===== src/rtl/irq_pkg.sv =====
// Shared constants and types for the interrupt controller: register map,
// service FSM states and the default source count.
package irq_pkg;

  localparam int unsigned NUM_SRC_DEFAULT = 8;

  localparam logic [3:0] ADDR_ENABLE  = 4'h0;
  localparam logic [3:0] ADDR_PENDING = 4'h4;
  localparam logic [3:0] ADDR_MODE    = 4'h8;
  localparam logic [3:0] ADDR_CLAIM   = 4'hC;

  typedef enum logic {
    IDLE    = 1'b0,
    SERVICE = 1'b1
  } state_e;

endpackage


===== src/rtl/irq_sync.sv =====
// One interrupt line: 2-flop synchronizer, a registered level tap and a
// registered rising-edge pulse.
module irq_sync (
  input  logic clk_i,
  input  logic rst_ni,
  input  logic src_i,
  output logic level_o,
  output logic rise_o
);

  logic       s1_q, s2_q, s3_q;
  logic       rise_q, rise_d;
  logic [2:0] arm_q, arm_d;

  // arm_q[2] marks s3_q as holding a real post-reset sample, so a line held
  // high across reset release is not mistaken for an edge.
  always_comb begin
    arm_d  = {arm_q[1:0], 1'b1};
    rise_d = s2_q & ~s3_q & arm_q[2];
  end

  always_ff @(posedge clk_i or negedge rst_ni) begin
    if (!rst_ni) begin
      s1_q   <= 1'b0;
      s2_q   <= 1'b0;
      s3_q   <= 1'b0;
      rise_q <= 1'b0;
      arm_q  <= '0;
    end else begin
      s1_q   <= src_i;
      s2_q   <= s1_q;
      s3_q   <= s2_q;
      rise_q <= rise_d;
      arm_q  <= arm_d;
    end
  end

  assign level_o = s3_q;
  assign rise_o  = rise_q;

endmodule


===== src/rtl/irq_ctrl.sv =====
// Interrupt controller: per-source enable/mode/pending registers, fixed
// lowest-index-first priority, and a claim/complete service handshake.
module irq_ctrl
  import irq_pkg::*;
#(
  parameter int unsigned NUM_SRC = NUM_SRC_DEFAULT
) (
  input  logic               clk_i,
  input  logic               rst_ni,
  input  logic [NUM_SRC-1:0] src_i,
  input  logic [3:0]         addr_i,
  input  logic [31:0]        wdata_i,
  input  logic               we_i,
  input  logic               re_i,
  output logic [31:0]        rdata_o,
  output logic               irq_o
);

  logic [NUM_SRC-1:0] level, rise;

  for (genvar g = 0; g < NUM_SRC; g++) begin : g_sync
    irq_sync u_sync (
      .clk_i  (clk_i),
      .rst_ni (rst_ni),
      .src_i  (src_i[g]),
      .level_o(level[g]),
      .rise_o (rise[g])
    );
  end

  logic [NUM_SRC-1:0] enable_q, enable_d;
  logic [NUM_SRC-1:0] mode_q, mode_d;
  logic [NUM_SRC-1:0] pending_q, pending_d;
  state_e             state_q, state_d;
  logic [4:0]         claimed_id_q, claimed_id_d;
  logic [31:0]        rdata_q, rdata_d;
  logic               irq_q, irq_d;

  logic [NUM_SRC-1:0] active, win_oh, clr;
  logic [4:0]         win_idx;
  logic               found, rd_en, claim_ok;
  logic               unused_wdata;

  assign unused_wdata = ^wdata_i;
  assign active       = pending_q & enable_q;

  always_comb begin
    found   = 1'b0;
    win_idx = '0;
    win_oh  = '0;
    for (int unsigned i = 0; i < NUM_SRC; i++) begin
      if (!found && active[i]) begin
        found     = 1'b1;
        win_idx   = 5'(i);
        win_oh[i] = 1'b1;
      end
    end
  end

  always_comb begin
    enable_d     = enable_q;
    mode_d       = mode_q;
    state_d      = state_q;
    claimed_id_d = claimed_id_q;
    rdata_d      = rdata_q;
    clr          = '0;
    // A simultaneous write masks the read completely, including claim side effects.
    rd_en        = re_i & ~we_i;
    claim_ok     = rd_en && (addr_i == ADDR_CLAIM) && (state_q == IDLE) && found;

    if (we_i) begin
      unique case (addr_i)
        ADDR_ENABLE:  enable_d = wdata_i[NUM_SRC-1:0];
        ADDR_MODE:    mode_d   = wdata_i[NUM_SRC-1:0];
        ADDR_PENDING: clr      = wdata_i[NUM_SRC-1:0];
        ADDR_CLAIM: begin
          if ((state_q == SERVICE) && (wdata_i[4:0] == claimed_id_q + 5'd1)) begin
            state_d = IDLE;
          end
        end
        default: ;
      endcase
    end

    if (claim_ok) begin
      state_d      = SERVICE;
      claimed_id_d = win_idx;
      clr          = clr | win_oh;
    end

    if (rd_en) begin
      rdata_d = '0;
      unique case (addr_i)
        ADDR_ENABLE:  rdata_d[NUM_SRC-1:0] = enable_q;
        ADDR_PENDING: rdata_d[NUM_SRC-1:0] = pending_q;
        ADDR_MODE:    rdata_d[NUM_SRC-1:0] = mode_q;
        ADDR_CLAIM:   if (claim_ok) rdata_d[4:0] = win_idx + 5'd1;
        default: ;
      endcase
    end

    // Edge sources: a same-cycle rise beats any clear. Level sources follow the line.
    pending_d = (mode_q & (rise | (pending_q & ~clr))) | (~mode_q & level);
    irq_d     = (state_q == IDLE) && (|active);
  end

  always_ff @(posedge clk_i or negedge rst_ni) begin
    if (!rst_ni) begin
      enable_q     <= '0;
      mode_q       <= '0;
      pending_q    <= '0;
      state_q      <= IDLE;
      claimed_id_q <= '0;
      rdata_q      <= '0;
      irq_q        <= 1'b0;
    end else begin
      enable_q     <= enable_d;
      mode_q       <= mode_d;
      pending_q    <= pending_d;
      state_q      <= state_d;
      claimed_id_q <= claimed_id_d;
      rdata_q      <= rdata_d;
      irq_q        <= irq_d;
    end
  end

  assign rdata_o = rdata_q;
  assign irq_o   = irq_q;

endmodule


===== config.mk =====
export PLATFORM = sky130hd
export DESIGN_NAME = irq_ctrl
export DESIGN_NICKNAME = d
export VERILOG_FILES = /design/src/rtl/irq_pkg.sv /design/src/rtl/irq_sync.sv /design/src/rtl/irq_ctrl.sv
export SDC_FILE = /design/constraint.sdc
export NUM_CORES = 1
export LEC_CHECK = 0
export ABC_CLOCK_PERIOD_IN_PS = 2100
export CELL_PAD_IN_SITES_DETAIL_PLACEMENT = 0
export CELL_PAD_IN_SITES_GLOBAL_PLACEMENT = 1
export CORE_MARGIN = 2
export CORE_UTILIZATION = 34
export CTS_CLUSTER_DIAMETER = 40
export CTS_CLUSTER_SIZE = 30
export DETAILED_ROUTE_END_ITERATION = 16
export GPL_TIMING_DRIVEN = 0
export MAX_ROUTING_LAYER = met4
export PLACE_DENSITY_LB_ADDON = 0.1
export REMOVE_ABC_BUFFERS = 1
export SLEW_MARGIN = 40
export SYNTH_ARGS = -nofsm -noshare
export SYNTH_HDL_FRONTEND = slang
export SYNTH_SLANG_ARGS = --single-unit

===== constraint.sdc =====
create_clock -name clk_i -period 2.1 [get_ports clk_i]
set_clock_uncertainty 0.2 [all_clocks]
set_input_delay 0.42 -clock clk_i [delete_from_list [all_inputs] [get_ports clk_i]]
set_output_delay 0.42 -clock clk_i [all_outputs]
set_load 0.02 [all_outputs]

==> results.json, run 1 <==
{
  "ios": 81,
  "yosysSeqAreaShare_pct": 57.0,
  "synthToLayoutAreaGrowth_pct": 21.6,
  "hp-class": "flop to flop",
  "synthArstFlopShare_pct": 100,
  "max_stage_delay_ns": 0.44,
  "status": "complete, no violations",
  "grt_max_degree": 50,
  "core_mm2": 0.00911,
  "dieArea_mm2": 0.0101,
  "peakVddDrop_mv": 0.313,
  "clk_pin_slew_worst_paths_ns": 0.07,
  "syn_area_per_cell_um2": 12.1,
  "cts_sinks": 72,
  "drt-total-wl_um": 6600,
  "drv_cap": 0,
  "r2r-start": "enable_q[4]",
  "synthFlopType": "dfrtp_1",
  "crit_slowest_cell": "dfrtp_2",
  "max_slew_margin_pct": 67.2,
  "fp-row-count": 35,
  "first_iter_violations": 91,
  "clock_latency_ns": 0.35,
  "worst_pin_slew_ns": 0.486,
  "endpoint_kind": "flop",
  "fin_cells": 422,
  "worst_ep_arrival_time_ns": 2.08,
  "final_util_pct": 42.2,
  "die_h_um": 100,
  "synth_area_mm2": 0.00316,
  "report.final.hold_viol_count": 0,
  "synth_seq_cells": 72,
  "antenna_cells": 0,
  "r2r_slack_ns": 0.04,
  "max_clock_freq_mhz": 486,
  "die_width_um": 100,
  "cts-root-buf": "clkbuf_8",
  "cts_inserted_buffers": 9,
  "ys_types": 44,
  "cp_data_required_time_ns": 2.12,
  "nets": 357,
  "crit_chain": "a222oi_1, buf_4, nand4_1, o21ai_2, ha_1, a221o_1",
  "track_usage_pct": 14.8,
  "synth-edff-count": 0,
  "crit_fanout": 6,
  "path_delay_family": "compound AO/OA/AOI/OAI gates",
  "hold_end": "g_sync[0].u_sync.arm_q[2]",
  "grt_setup_unrepaired": "true",
  "antenna_left": 0,
  "crit_buf_inv": 1,
  "synth_warnings": 0,
  "min_period_ns": 2.06,
  "path_class": "flop to flop",
  "power_density_mw_per_mm2": 911,
  "worstHoldStart": "g_sync[7].u_sync.arm_q[1]",
  "start_kind": "flop",
  "finish.instance_area_mm2": 0.00384,
  "synthCells": 261,
  "io_buffer_count": 32,
  "grt_overflow_total": 0,
  "place.gp.congestion": 0.789,
  "dp.cells": 396,
  "initial_core_util_pct": 34.7,
  "cts_tree": "done",
  "cts-htree-levels": 3,
  "crit_start": "enable_q[4]",
  "r2r-end": "rdata_o[1]",
  "grt_antenna_before_repair": 0,
  "ff2ff_path_depth": 6,
  "min_path_cells": 0,
  "fin_crit_sh_pct": 98.1,
  "drc": 0,
  "leakage_nw": 1.73,
  "grt_pass1_vias": 1981,
  "finalSetupViolations": 0,
  "first_pass_iters": 4,
  "finalMaxSlewViolations": 0,
  "routed_via_density": 4.88,
  "dpl_cell_area_mm2": 0.00352,
  "dp_hpwl_um": 4620,
  "grt_pass1_wl_um": 10900,
  "drive_above_1_share_pct": 20.9,
  "dr_total_vias": 2060,
  "wl_per_cell_um": 15.6,
  "clk_path_buf_depth": 2
}
[per-layer routing]
metal	routed length [µm]	share of wire [%]	GRT usage, %	vias to the layer above
li1	-	-	-	990
met1	3220	49	20.4	995
met2	2960	45	20.7	64
met3	315	4.8	3.13	11
met4	112	1.7	7.17	0
met5	0	0	-	-
[Yosys cell counts, types with 3 or more instances]
master	instances	area, µm²
a22o_1	6	52.6
nor2b_1	3	18.8
a22oi_1	6	45.0
xor2_1	3	26.3
mux2i_1	10	100
nand4_1	6	37.5
a31oi_1	3	18.8
o21ai_0	11	55.1
and2_1	4	25.0
dfrtp_1	72	1800
a21oi_1	4	20.0
nand3_1	3	15.0
buf_4	24	180
buf_1	3	11.3
mux2_2	22	248
a221o_1	3	30.0
a41o_1	4	40.0
nand2_1	31	116
clkbuf_1	4	15.0
nor2_1	10	37.5
[report_power, final]
part | internal, mW | switching (mW) | leakage (nW)
registers | 1.54 | 0.175 | 0.885
logic | 0.335 | 0.354 | 0.748
clock network | 0.575 | 0.518 | 0.102
total | 2.45 | 1.05 | 1.73
[sequential cells by signal, summed over array words and instances, names as in the netlist]
signal	cells
g_sync.u_sync.level_o	8
rdata_o	8
irq_o	1
g_sync.u_sync.s1_q	8
state_q	1
pending_q	8
claimed_id_q	3
enable_q	8
mode_q	8
g_sync.u_sync.rise_o	8
g_sync.u_sync.arm_q	3
g_sync.u_sync.s2_q	8
[logic make-up after synthesis]
| logic type | after synthesis | synth area share [%] |
|---|---|---|
| compound gates | 51 | 12.0 |
| other cells | 2 | 0.238 |
| simple gates | 66 | 11.0 |
| xor+xnor | 4 | 1.11 |
| mux | 32 | 11.0 |
| buf+inv | 32 | 6.89 |
| flops | 72 | 57.0 |
| fa+ha+maj | 2 | 0.792 |
[through the flow]
| stage | setup slack (ns) | total power [mW] | setup TNS (ns) | hold WS (ns) |
|---|---|---|---|---|
| 2_1_floorplan | -0.0925 | 2.08 | -0.185 | -0.0756 |
| 3_3_place_gp | -2.17 | 2.34 | -185.47 | 0.131 |
| 3_5_place_dp | -1.13 | 2.35 | -28.81 | 0.0941 |
| 4_1_cts | 0.00451 | 3.52 | 0 | 0.151 |
| 5_1_grt | -0.0834 | 3.72 | -0.0834 | 0.158 |
| 6_report | 0.0407 | 3.50 | 0 | 0.147 |
[worst max-delay path by stage]
stage	endpoint	slack, ns	depth (start not counted)
after floorplan	claimed_id_q[0]	-0.09	4
after global placement	g_sync[3].u_sync.s1_q	-2.17	1
after detailed placement	mode_q[2]	-1.13	4
after CTS	rdata_o[1]	0.005	5
after global routing	rdata_o[1]	-0.08	6
final	rdata_o[1]	0.04	6
[repair_timing]
item | in CTS | in global routing
pin swaps | 2 | 2
hold buffers | 1 | 0
endpoints found under the setup margin | 36 | 8
gates resized for setup | 19 | 7
hold endpoints to repair | 23 | 0
buffers inserted | 6 | 4
[area by class of cell]
type / instances / area, µm²
Tap cell: 111 / 139
Multi-Input combinational cell: 180 / 1280
Clock inverter: 5 / 57.6
Clock buffer: 10 / 138
Sequential cell: 72 / 1800
Fill cell: 892 / 5270
Timing Repair Buffer: 44 / 427
[cells in the final DEF, fill, tap and decap left out, types with 6 or more instances in the layout]
cell	Yosys	routed
dfrtp_1	72	70
a22o_1	6	6
o21ai_0	11	10
nand2_1	31	30
buf_4	24	10
nand4_1	6	6
nor2_1	10	10
clkdlybuf4s50_1	0	26
mux2i_1	10	10
mux2_2	22	22
conb_1	2	25
clkbuf_8	0	10
No activity file was read; power rests on OpenSTA's default activity.
==> run 2: changes to the inputs <==
--- a/config.mk
+++ b/config.mk
@@ -17,6 +17,7 @@
 export MAX_ROUTING_LAYER = met4
 export PLACE_DENSITY_LB_ADDON = 0.1
 export REMOVE_ABC_BUFFERS = 1
+export SKIP_CTS_REPAIR_TIMING = 1
 export SLEW_MARGIN = 40
 export SYNTH_ARGS = -nofsm -noshare
 export SYNTH_HDL_FRONTEND = slang
==> results.json, run 2 (synthesized netlist as in run 1, its figures left out) <==
{
  "status": "finished with violations",
  "violations": "setup timing",
  "power_density_mw_per_mm2": 901,
  "drt-total-wl_um": 6570,
  "crit_slowest_cell": "dfrtp_1",
  "io_buffer_count": 32,
  "drv_cap": 0,
  "cts_inserted_buffers": 9,
  "finish.instance_area_mm2": 0.00387,
  "antenna_left": 0,
  "fin_crit_sh_pct": 101,
  "cts_sinks": 72,
  "cts-htree-levels": 3,
  "clk_pin_slew_worst_paths_ns": 0.07,
  "crit_chain": "a222oi_1, buf_4, nand4_1, o21ai_2, ha_1, a221o_1",
  "multi_input_area_mm2": 0.00128,
  "seq_area_mm2": 0.00180,
  "worst_ep_arrival_time_ns": 2.14,
  "start_kind": "flop",
  "grt_antenna_before_repair": 0,
  "cts_tree": "done",
  "dr_total_vias": 2084,
  "cp_data_required_time_ns": 2.12,
  "grt_max_degree": 50,
  "dp.cells": 396,
  "fill_cells": 893,
  "die_h_um": 100,
  "path_class": "flop to flop",
  "max_slew_margin_pct": 60.4,
  "max_stage_delay_ns": 0.44,
  "nets": 359,
  "first_iter_violations": 91,
  "finalMaxSlewViolations": 0,
  "drive_above_1_share_pct": 20.4,
  "wl_per_cell_um": 15.5,
  "core_mm2": 0.00911,
  "dpl_cell_area_mm2": 0.00352,
  "layout_commonest_cell": "dfrtp_1",
  "fin_cells": 424,
  "grt_setup_unrepaired": "true",
  "grt_pass1_vias": 1892,
  "layout_common_cells": "71 x dfrtp_1, 30 x nand2_1, 26 x clkdlybuf4s50_1",
  "crit_fanout": 5,
  "finalSetupViolations": 1,
  "ios": 81,
  "clock_latency_ns": 0.35,
  "drc": 0,
  "antenna_cells": 0,
  "dieArea_mm2": 0.0101,
  "grt_pass1_wl_um": 10500,
  "die_width_um": 100,
  "routed_via_density": 4.92,
  "fp-row-count": 35,
  "grt_overflow_total": 0,
  "synthToLayoutAreaGrowth_pct": 22.5,
  "endpoint_kind": "flop",
  "track_usage_pct": 14.3,
  "cts-root-buf": "clkbuf_8",
  "leakage_nw": 1.78,
  "clk_path_buf_depth": 2,
  "min_period_ns": 2.11,
  "place.gp.congestion": 0.789,
  "path_delay_family": "compound AO/OA/AOI/OAI gates",
  "initial_core_util_pct": 34.7,
  "peakVddDrop_mv": 0.314,
  "hp-class": "flop to flop",
  "crit_buf_inv": 1,
  "dp_hpwl_um": 4620,
  "report.final.hold_viol_count": 0,
  "first_pass_iters": 4,
  "worst_pin_slew_ns": 0.593,
  "max_clock_freq_mhz": 474,
  "finalWorstSetupSlack_ns": -0.0110
}
run 2: cell types whose count changed in the layout (fill, tap and decap cells not counted):
cell | previous run | this run
dlymetal6s2s_1 | 0 | 4
buf_4 | 10 | 11
dfrtp_2 | 2 | 1
clkdlybuf4s15_2 | 1 | 0
and2_2 | 1 | 0
dlygate4sd2_1 | 3 | 0
and2_1 | 4 | 5
dfrtp_1 | 70 | 71
buf_6 | 1 | 2
run 2: worst reg2reg max path, stage by stage (launching register included):
cell,delay (ns)
dfrtp_1,0.44
a222oi_1,0.37
buf_4,0.17
nand4_1,0.10
o21ai_2,0.11
ha_1,0.26
a221o_1,0.34
run 2: final timing paths:
| path | start | endpoint | slack [ns] | cells after the start |
|---|---|---|---|---|
| setup reg to reg | enable_q[6] | rdata_o[1] | -0.01 | 6 |
| min in group asynchronous | rst_ni | rdata_o[6] | 0.28 | 2 |
| hold reg to reg | g_sync[7].u_sync.arm_q[1] | g_sync[0].u_sync.arm_q[2] | 0.15 | 0 |
| setup / recovery | enable_q[6] | rdata_o[1] | -0.01 | 6 |
| max in group asynchronous | rst_ni | g_sync[7].u_sync.arm_q[1] | 0.88 | 3 |
| hold / removal | g_sync[7].u_sync.arm_q[1] | g_sync[0].u_sync.arm_q[2] | 0.15 | 0 |
run 2: power breakdown:
part | leakage, nW | internal [mW] | switching [mW]
logic | 0.791 | 0.326 | 0.349
clock network | 0.102 | 0.575 | 0.521
registers | 0.886 | 1.54 | 0.176
total | 1.78 | 2.44 | 1.05
run 2: cell type report:
cell class / count / area share (%)
clock buffers: 10 / 3.56
multi-input cells: 180 / 33.0
well taps: 111 / 3.59
repair buffers: 46 / 11.8
flip-flops and latches: 72 / 46.6
clock inverters: 5 / 1.49
run 2: metal layers:
metal	wire length [µm]	vias to the layer above	part of all wire, %	track usage, %
met4	92	0	1.4	6.64
met2	2960	52	45	20.1
met5	0	-	0	-
met1	3280	1025	50	19.7
met3	237	11	3.6	3.13
li1	-	996	-	-
run 2: through the flow:
stage | utilization [%] | total power, mW | worst slack, ns | setup TNS (ns) | hold WS (ns)
after floorplan | - | 2.08 | -0.0925 | -0.185 | -0.0756
after global placement | 38.3 | 2.34 | -2.17 | -185.47 | 0.131
after detailed placement | 38.6 | 2.35 | -1.13 | -28.81 | 0.0941
after CTS | 40.8 | 3.46 | -0.763 | -15.34 | -0.296
after global routing | 42.5 | 3.70 | -0.130 | -0.184 | 0.158
final | 42.5 | 3.49 | -0.0110 | -0.0110 | 0.148
